File: config.mk
export PLATFORM = sky130hd
export DESIGN_NAME = scope_trace_flat
export DESIGN_NICKNAME = d
export VERILOG_FILES = /design/src/rtl/scope_trace_pkg.sv /design/src/rtl/scope_trace_if.sv /design/src/rtl/scope_trace_ram.sv /design/src/rtl/scope_trace.sv /design/src/flat_wrapper.sv
export SDC_FILE = /design/constraint.sdc
export NUM_CORES = 2
export LEC_CHECK = 0
export ABC_CLOCK_PERIOD_IN_PS = 3600
export BUFFER_PORTS_ARGS = -buffer_cell sky130_fd_sc_hd__buf_2
export CELL_PAD_IN_SITES_DETAIL_PLACEMENT = 0
export CELL_PAD_IN_SITES_GLOBAL_PLACEMENT = 1
export CORE_ASPECT_RATIO = 0.6
export CORE_UTILIZATION = 56
export DETAILED_ROUTE_END_ITERATION = 7
export PLACE_DENSITY = 0.85
export SYNTH_ARGS = -nofsm -noshare
export SYNTH_HDL_FRONTEND = slang
export SYNTH_SLANG_ARGS = --single-unit
File: constraint.sdc
create_clock -name clk -period 3.6 [get_ports clk]
set_input_delay 0.18 -clock clk [delete_from_list [all_inputs] [get_ports clk]]
set_output_delay 0.18 -clock clk [all_outputs]
set_load 0.01 [all_outputs]
File: src/rtl/scope_trace_pkg.sv
// Shared colors, FSM encoding and window geometry for the scope trace block.
// Latency and backpressure: n/a (declarations only).
package scope_trace_pkg;

  typedef enum logic [1:0] {
    ARMED   = 2'd0,
    CAPTURE = 2'd1,
    HOLD    = 2'd2
  } state_t;

  localparam logic [5:0] BLACK  = 6'b000000;
  localparam logic [5:0] BLUE   = 6'b000011;
  localparam logic [5:0] GREEN  = 6'b001100;
  localparam logic [5:0] RED    = 6'b110000;
  localparam logic [5:0] YELLOW = 6'b111100;
  localparam logic [5:0] WHITE  = 6'b111111;

  localparam int WIN_ROWS = 256;

endpackage

File: src/rtl/scope_trace_if.sv
// Sample stream, trigger controls and vga pixel bus of the scope trace block.
// Latency: none (wiring only); backpressure: none, all signals are plain strobes/levels.
interface scope_trace_if;

  logic [7:0]  sample;
  logic        sample_en;
  logic [7:0]  level;
  logic        trig_rising;
  logic        force_mode;
  logic [10:0] x_px;
  logic [9:0]  y_px;
  logic [5:0]  color_px;
  logic        armed;
  logic        triggered;

  modport master (
    output sample, sample_en, level, trig_rising, force_mode, x_px, y_px,
    input  color_px, armed, triggered
  );

  modport slave (
    input  sample, sample_en, level, trig_rising, force_mode, x_px, y_px,
    output color_px, armed, triggered
  );

endinterface

File: src/rtl/scope_trace_ram.sv
// DEPTH x 8 simple dual-port RAM, one write port and one registered read port.
// Latency: rdat follows raddr by 1 cycle; backpressure: none, read-during-write returns old data.
module trace_ram #(
  parameter int DEPTH = 512,
  parameter int AW    = $clog2(DEPTH)
) (
  input  logic          clk,
  input  logic          we,
  input  logic [AW-1:0] waddr,
  input  logic [7:0]    wdat,
  input  logic [AW-1:0] raddr,
  output logic [7:0]    rdat
);

  logic [7:0] mem [DEPTH];

  always_ff @(posedge clk) begin
    if (we) mem[waddr] <= wdat;
    rdat <= mem[raddr];
  end

endmodule

File: src/rtl/scope_trace.sv
// Level-triggered sample capture and waveform/trigger-level renderer for the vga color bus.
// Latency: color_px 2 cycles after x_px/y_px; backpressure: none, strobes are dropped outside ARMED/CAPTURE.
module scope_trace
  import scope_trace_pkg::*;
#(
  parameter int         DEPTH     = 512,
  parameter int         X_OFF     = 64,
  parameter int         Y_OFF     = 112,
  parameter logic [5:0] INK       = YELLOW,
  parameter logic [5:0] LEVEL_INK = BLUE,
  parameter int         HOLDOFF   = 8
) (
  input logic          clk,
  input logic          reset_n,
  scope_trace_if.slave bus
);

  localparam int          AW        = $clog2(DEPTH);
  localparam logic [10:0] X_LO      = 11'(X_OFF);
  localparam logic [10:0] X_HI      = 11'(X_OFF + DEPTH);
  localparam logic [9:0]  Y_LO      = 10'(Y_OFF);
  localparam logic [9:0]  Y_HI      = 10'(Y_OFF + WIN_ROWS);
  localparam logic [15:0] HOLD_LAST = 16'(HOLDOFF - 1);

  state_t        state, state_nxt;
  logic [AW-1:0] wr_ptr, wr_ptr_nxt;
  logic [7:0]    prev, prev_nxt;
  logic          prev_valid, prev_valid_nxt;
  logic          valid, valid_nxt;
  logic [15:0]   holdoff_cnt, holdoff_cnt_nxt;
  logic          trig, triggered_q;
  logic          at_origin, at_origin_d, frame_start;
  logic          we;
  logic [AW-1:0] waddr;

  // A frame start is the first cycle at the origin, so a parked pixel counts once.
  assign at_origin   = (bus.x_px == 11'd0) && (bus.y_px == 10'd0);
  assign frame_start = at_origin && !at_origin_d;

  always_comb begin
    trig = 1'b0;
    if ((state == ARMED) && bus.sample_en) begin
      if (bus.force_mode)
        trig = 1'b1;
      else if (prev_valid)
        trig = bus.trig_rising ? ((prev <  bus.level) && (bus.sample >= bus.level))
                               : ((prev >= bus.level) && (bus.sample <  bus.level));
    end
  end

  always_comb begin
    state_nxt       = state;
    wr_ptr_nxt      = wr_ptr;
    prev_nxt        = prev;
    prev_valid_nxt  = prev_valid;
    valid_nxt       = valid;
    holdoff_cnt_nxt = holdoff_cnt;
    we              = 1'b0;
    waddr           = wr_ptr;
    unique case (state)
      ARMED: begin
        if (bus.sample_en) begin
          prev_nxt       = bus.sample;
          prev_valid_nxt = 1'b1;
          if (trig) begin
            we         = 1'b1;
            waddr      = '0;
            wr_ptr_nxt = AW'(1);
            state_nxt  = CAPTURE;
          end
        end
      end
      CAPTURE: begin
        if (bus.sample_en) begin
          we         = 1'b1;
          wr_ptr_nxt = wr_ptr + AW'(1);
          if (wr_ptr == AW'(DEPTH - 1)) begin
            valid_nxt      = 1'b1;
            prev_valid_nxt = 1'b0;
            state_nxt      = HOLD;
          end
        end
      end
      HOLD: begin
        if (frame_start) begin
          if ((HOLDOFF == 0) || (holdoff_cnt == HOLD_LAST)) begin
            holdoff_cnt_nxt = '0;
            state_nxt       = ARMED;
          end else begin
            holdoff_cnt_nxt = holdoff_cnt + 16'd1;
          end
        end
      end
      default: state_nxt = ARMED;
    endcase
  end

  always_ff @(posedge clk or negedge reset_n) begin
    if (!reset_n) begin
      state       <= ARMED;
      wr_ptr      <= '0;
      prev        <= '0;
      prev_valid  <= 1'b0;
      valid       <= 1'b0;
      holdoff_cnt <= '0;
      triggered_q <= 1'b0;
      at_origin_d <= 1'b0;
    end else begin
      state       <= state_nxt;
      wr_ptr      <= wr_ptr_nxt;
      prev        <= prev_nxt;
      prev_valid  <= prev_valid_nxt;
      valid       <= valid_nxt;
      holdoff_cnt <= holdoff_cnt_nxt;
      triggered_q <= trig;
      at_origin_d <= at_origin;
    end
  end

  assign bus.armed     = (state == ARMED);
  assign bus.triggered = triggered_q;

  logic          in_win, in_win_d1;
  logic [9:0]    y_d1;
  logic [AW-1:0] raddr;
  logic [7:0]    rd_dat, row;
  logic          hit_trace, hit_level;

  assign in_win = (bus.x_px >= X_LO) && (bus.x_px < X_HI) &&
                  (bus.y_px >= Y_LO) && (bus.y_px < Y_HI);
  assign raddr  = AW'(bus.x_px - X_LO);

  trace_ram #(.DEPTH(DEPTH), .AW(AW)) u_ram (
    .clk   (clk),
    .we    (we),
    .waddr (waddr),
    .wdat  (bus.sample),
    .raddr (raddr),
    .rdat  (rd_dat)
  );

  // Row 0 is the top of the window, so a value v draws on row 255-v (= ~v).
  assign row = 8'(y_d1 - Y_LO);

  always_ff @(posedge clk or negedge reset_n) begin
    if (!reset_n) begin
      in_win_d1 <= 1'b0;
      y_d1      <= '0;
      hit_trace <= 1'b0;
      hit_level <= 1'b0;
    end else begin
      in_win_d1 <= in_win;
      y_d1      <= bus.y_px;
      hit_trace <= valid && in_win_d1 && (row == ~rd_dat);
      hit_level <= in_win_d1 && (row == ~bus.level);
    end
  end

  assign bus.color_px = hit_trace ? INK : (hit_level ? LEVEL_INK : 6'b000000);

endmodule

File: src/flat_wrapper.sv
// flat-port wrapper written by rule: the top's interface ports become plain ports
module scope_trace_flat import scope_trace_pkg::*;
#(
  parameter int         DEPTH     = 512,
  parameter int         X_OFF     = 64,
  parameter int         Y_OFF     = 112,
  parameter logic [5:0] INK       = YELLOW,
  parameter logic [5:0] LEVEL_INK = BLUE,
  parameter int         HOLDOFF   = 8
)
  (clk, reset_n, bus_sample, bus_sample_en, bus_level, bus_trig_rising, bus_force_mode, bus_x_px, bus_y_px, bus_color_px, bus_armed, bus_triggered);
  scope_trace_if bus_i ();
  input logic clk;
  input logic reset_n;
  input wire logic [$bits(bus_i.sample)-1:0] bus_sample;
  input wire logic [$bits(bus_i.sample_en)-1:0] bus_sample_en;
  input wire logic [$bits(bus_i.level)-1:0] bus_level;
  input wire logic [$bits(bus_i.trig_rising)-1:0] bus_trig_rising;
  input wire logic [$bits(bus_i.force_mode)-1:0] bus_force_mode;
  input wire logic [$bits(bus_i.x_px)-1:0] bus_x_px;
  input wire logic [$bits(bus_i.y_px)-1:0] bus_y_px;
  output wire logic [$bits(bus_i.color_px)-1:0] bus_color_px;
  output wire logic [$bits(bus_i.armed)-1:0] bus_armed;
  output wire logic [$bits(bus_i.triggered)-1:0] bus_triggered;
  assign bus_i.sample = bus_sample;
  assign bus_i.sample_en = bus_sample_en;
  assign bus_i.level = bus_level;
  assign bus_i.trig_rising = bus_trig_rising;
  assign bus_i.force_mode = bus_force_mode;
  assign bus_i.x_px = bus_x_px;
  assign bus_i.y_px = bus_y_px;
  assign bus_color_px = bus_i.color_px;
  assign bus_armed = bus_i.armed;
  assign bus_triggered = bus_i.triggered;
  scope_trace #(.DEPTH(DEPTH), .X_OFF(X_OFF), .Y_OFF(Y_OFF), .INK(INK), .LEVEL_INK(LEVEL_INK), .HOLDOFF(HOLDOFF)) u_core (.clk(clk), .reset_n(reset_n), .bus(bus_i));
endmodule
# --- After elaboration in Yosys (flattened, before gate mapping) ---
# Memories as Yosys holds them, arrays and structs flattened. A register that Yosys moved wholly into a read port is not among the register bits.
# Cells that the tools add are included.
totals:
  word_cells: 92
  rom_bits: 0
  input_bits: 42
  latchBits: 0
  register_bits: 50
  out_inout_bits: 8
  mem_count: 1
  ram_bits: 4096
classes:
  n_div: 0
  mul: 0
  mux: 31
  eq_ne: 12
  shift: 0
  addsub: 4
  bitwise_logic: 2
  n_lt_le_gt_ge: 8
  reduce_logical: 22
memory_table:
  columns: ["name", "depth", "word_bits", "rd", "rd_ports_with_merged_regs", "wr", "line_no", "rtl"]
  rows:
  - ["u_core.u_ram.mem", 512, 8, 1, 1, 1, "scope_trace_ram.sv:15", "logic [7:0] mem [DEPTH];"]
ops:
  columns: ["operator", "n"]
  rows:
  - ["$mux 9", 6]
  - ["$pmux 9 s2", 1]
  - ["$add 16x1->16 const B", 1]
  - ["$eq 16x3->1 const B", 1]
  - ["$eq 8x8->1", 2]
  - ["$ge 8x8->1", 2]
  - ["$lt 8x8->1", 2]
  - ["$mux 16", 1]
  - ["$not 8->8", 2]
  - ["$mux 2", 7]
  - ["$mux 1", 12]
  - ["$ge 11x7->1 const B", 1]
  - ["$logic_and 1x1->1", 11]
  - ["$logic_not 11->1", 1]
  - ["$lt 11x10->1 const B", 1]
  - ["$ge 10x7->1 const B", 1]
  - ["$logic_not 10->1", 1]
  - ["$lt 10x9->1 const B", 1]
  - ["$add 9x1->9 const B", 1]
  - ["$eq 9x9->1 const B", 1]
  - ["$sub 9x7->9 const B", 1]
  - ["$ne 2x1->1 const B", 4]
  - ["$reduce_and 4->1", 2]
  - ["$sub 8x7->8 const B", 1]
  - ["12 further kinds", 15]

# --- Depth between registers and ports, before layout ---
logic_depth:
  ltp_word: 11
  mapped_depth: 14

# --- Hierarchy ---
# A second synthesis with hierarchy kept.
unflattened:
  cells_unflattened: 8336
  area_unflattened_um2: 162875.0
by_module_without_submodules:
  columns: ["module", "area_each_um2", "instances", "seq_area_each_um2", "cells_per_inst"]
  rows:
  - ["trace_ram", 159927.1, 1, 123158.1, 8030]
  - ["scope_trace", 2947.8, 1, 1251.2, 306]

# --- Least setup slack after synthesis ---
# OpenSTA, ideal clock, no wires.
synth_path:
  path_kind: "input-to-reg"
  start: "input bus_x_px[0]"
  end: "register u_core.u_ram.rdat[6], read port of u_core.u_ram.mem"
  path_stages: 12
  arrival_ps: 2554
  required_time_ps: 3478
  setup_slack_ps: 924
  cell_sequence: "buf_4 > buf_6 > buf_6 > buf_2 > buf_2 > mux4_2 > mux2i_1 > nor2_1 > o41ai_1 > a21oi_1 > a31oi_1 > a21oi_1"
synth_via:
  elab_chain_len: 1
synth_lines:
  columns: ["element", "line_no", "rtl"]
  rows:
  - ["start, declared", "flat_wrapper.sv:20", "input wire logic [$bits(bus_i.x_px)-1:0] bus_x_px;"]
  - ["$sub 9x7->9", "scope_trace.sv:131", "assign raddr = AW'(bus.x_px - X_LO);"]
  - ["end, declared", "scope_trace_ram.sv:12", "output logic [7:0] rdat"]
# No other way between the ends.
# A chain may end at the register's enable or synchronous reset.

==> qor.csv <==
metric,value,unit
status,"complete, no violations",
ANT nets after route,0,
Root Driver,clkbuf_16,
"flops & latches, synth",4154,
most frequent cells in the layout,"edfxtp_1 (4096), mux4_2 (1073), buf_4 (723), nor2_1 (558), clkbuf_16 (355)",
Overall Power,97.9,mW
NumNets Final,8248,
CTS buffer count,346,
postcts setup bufs,0,
setup TNS,0,ns
chip width,695,um
share of cells above drive strength 1,29.4,%
Synth-to-Final Area Change,13.5,%
hold crit path type,in2reg,
CTS Buffer Depth,4,
Routed WL,446,mm
Worst Setup Start Kind,register,
Initial Util,56.3,%
ys flop type,edfxtp_1,
Least-Margin Pin Slew,1.30,ns
fin crit share,96.2,%
number of fill cells in the layout,17800,
fraction of registers with async set/reset,1.20,%
clock skew,0.0536,ns
Total GRT Usage,30.6,%
Die ar.,290000,um^2
nature of the critical path endpoint,register,
Final Max Tran Viols,0,
DP HPWL,278,mm
routed via count,85500,
kind of critical path,reg2reg,
Worst path slowest cell,mux4_2,
area of the multi-input gates,34600,um^2
wire per inst,36.2,um
IO Port Bufs,49,
Crit Path Max Fanout,1,
fmax,289,MHz
Finish-stage setup viols,0,
Yosys cell types,65,
Post-Synthesis Mean Instance Area,21.9,um^2
crit-path cells,mux4_2 -> a22o_1 -> a221oi_1 -> o22ai_1 -> buf_4 -> nor4_1 -> buf_4 -> a21oi_1 -> buf_4 -> a21oi_2 -> a32oi_1,
Worst slew margin,13.3,%
Worst VDD drop,0.707,mV
DRT Pass-1 Iters,8,
"non-filler cells, final",12300,
grt ovf,0,
Crit path arrival time,4.24,ns
register area,124000,um^2
Post-Place Cells,11700,
mapped cell area,161000,um^2
CTS Sinks,4154,
vias in the first global route,82800,
number of flops mapped to enable cells by yosys,4096,
Power per Cell Area,535,nW/um^2
DR vias/cell,6.95,
Residual DRC,0,
synth warn,0,
core area,286000,um^2
largest net degree at the start of global routing,207,
DR iter-0 viols,15400,
"leading cell type in the layout, fill and taps excluded",edfxtp_1,
Synthesized Nets,7441,
CTS H-tree lvls,5,
CP dominant cell by count,buf_4,
first-pass GRT wire length,624,mm
Final Hold Viols,0,
row count,152,
Max-Cap Viols,0,
post-route minimum period,3.46,ns
cell leakage power,58.4,nW
clock-pin slew on the worst setup and hold paths,0.07,ns
Required @ worst endpoint,4.38,ns
Worst path max stage delay,0.54,ns
# IOs,50,
RSZ-0062 raised after global routing,no,
register area share after synthesis,77.2,%
worst skew pair latency,0.91,ns
GP Congestion,0.908,
antenna violations before repair,27,
Post-Synthesis Cells,7377,
CTS tree,yes,
Die Y,418,um
## flip-flops by register name, indices dropped and copies added, names as in the netlist
register              count
u_core.valid              1
u_core.prev               8
u_core.holdoff_cnt       16
u_core.u_ram.mem       4096
u_core.state              2
u_core.prev_valid         1
u_core.wr_ptr             9
u_core.hit_trace          1
u_core.hit_level          1
u_core.bus.triggered      1
u_core.in_win_d1          1
u_core.u_ram.rdat         8
u_core.at_origin_d        1
u_core.y_d1               8
## power breakdown
part	internal, mW	total, mW	switching (mW)
combinational	2.40	7.14	4.74
clock	20.0	37.2	17.1
sequential	53.3	53.6	0.249
total	75.8	97.9	22.1
## cells in the mapped netlist (all sizes together), types with 3 or more instances
| cell type | count | area share, % |
|---|---|---|
| or3 | 4 | 0.016 |
| edfxtp | 4096 | 76 |
| nand4 | 22 | 0.085 |
| a211o | 8 | 0.043 |
| or4 | 3 | 0.014 |
| a221oi | 59 | 0.32 |
| clkbuf | 219 | 0.51 |
| nand2 | 181 | 0.42 |
| nor3 | 19 | 0.059 |
| nor2 | 575 | 1.3 |
| o21ai | 36 | 0.11 |
| inv | 20 | 0.047 |
| nor3b | 5 | 0.023 |
| ha | 22 | 0.17 |
| a221o | 11 | 0.068 |
| dfxtp | 8 | 0.099 |
| a32oi | 22 | 0.12 |
| nor2b | 15 | 0.058 |
| o41ai | 4 | 0.022 |
| o22ai | 63 | 0.24 |
| xnor2 | 19 | 0.10 |
| and2 | 9 | 0.035 |
| dfrtp | 50 | 0.78 |
| o2111ai | 4 | 0.022 |
| a22oi | 43 | 0.20 |
| o221ai | 18 | 0.098 |
| buf | 236 | 0.95 |
| xor2 | 20 | 0.11 |
| nor4 | 11 | 0.052 |
| a31oi | 17 | 0.066 |
| a211oi | 18 | 0.084 |
| o311ai | 3 | 0.016 |
| a311oi | 3 | 0.016 |
| nand3 | 43 | 0.13 |
| nand2b | 11 | 0.043 |
| o21a | 3 | 0.014 |
| o31ai | 10 | 0.050 |
| mux2i | 241 | 1.5 |
| mux2 | 23 | 0.16 |
| a21oi | 60 | 0.19 |
| mux4 | 1073 | 15 |
| and3 | 7 | 0.027 |
| a22o | 45 | 0.24 |
## routing by layer
layer	track usage [%]	wire, um	part of all wire, %
met2	42.6	191000	43
met4	8.75	14800	3.3
met3	12.1	77300	17
met1	45.3	163000	36
met5	0	97	0.022
## final cells by class
| cell class | instances | area share, % |
|---|---|---|
| antenna | 8 | 0.0109 |
| clock buffer | 441 | 5.04 |
| clock inverter | 166 | 0.812 |
| inverter | 22 | 0.0520 |
| multi-input combinational | 2746 | 18.9 |
| sequential | 4154 | 68.0 |
| tap | 3850 | 2.63 |
| timing repair buffer | 914 | 4.53 |
## stage by stage
step / instance area (um^2) / hold slack, ns / setup slack [ns] / utilization [%]
after global routing: 183000 / 0.0692 / 0.0952 / 63.9
after floorplan: 161000 / -0.116 / 0.924 / -
final: 183000 / 0.0722 / 0.136 / 63.9
after detailed placement: 172000 / 0.143 / -0.316 / 60.0
after global placement: 172000 / 0.142 / -0.231 / 60.0
after CTS: 183000 / 0.0214 / 0.00878 / 63.9
## timing repair
action | 4_1_cts | 5_1_grt
setup endpoints to repair | 0 | 184
hold buffers | 36 | 0
endpoints found under the hold margin | 452 | 0
gates resized for setup | 0 | 14
## kinds of logic after synthesis
kind of cell,Yosys count,synth area share [%]
DFF,4154,77.2
muxes,1337,16.6
and+or+nand+nor,912,2.34
buffers and inverters,477,1.51
AOI/OAI and AO/OA,436,1.98
xor gates and xnor gates,39,0.212
adders and majority gates,22,0.171
## worst max-delay path, delay by kind of cell (launching register included)
| family | cells | cell delay [ns] |
|---|---|---|
| DFF | 1 | 0.40 |
| buffers and inverters | 3 | 0.64 |
| AOI/OAI and AO/OA | 6 | 1.46 |
| and+or+nand+nor | 1 | 0.29 |
| muxes | 1 | 0.54 |
## worst paths after layout
path / start / to / slack, ns / cells after the start
setup reg to reg: u_core.u_ram.mem[439][1] / u_core.u_ram.rdat[1] / 0.14 / 11
min in group asynchronous: reset_n / u_core.hit_level / 0.54 / 4
setup / recovery: u_core.u_ram.mem[439][1] / u_core.u_ram.rdat[1] / 0.14 / 11
hold / removal: bus_trig_rising / u_core.state[0] / 0.07 / 7
hold reg to reg: u_core.holdoff_cnt[15] / u_core.holdoff_cnt[15] / 0.48 / 1
max in group asynchronous: reset_n / u_core.wr_ptr[7] / 1.98 / 4
No activity file was read; power rests on OpenSTA's default activity.
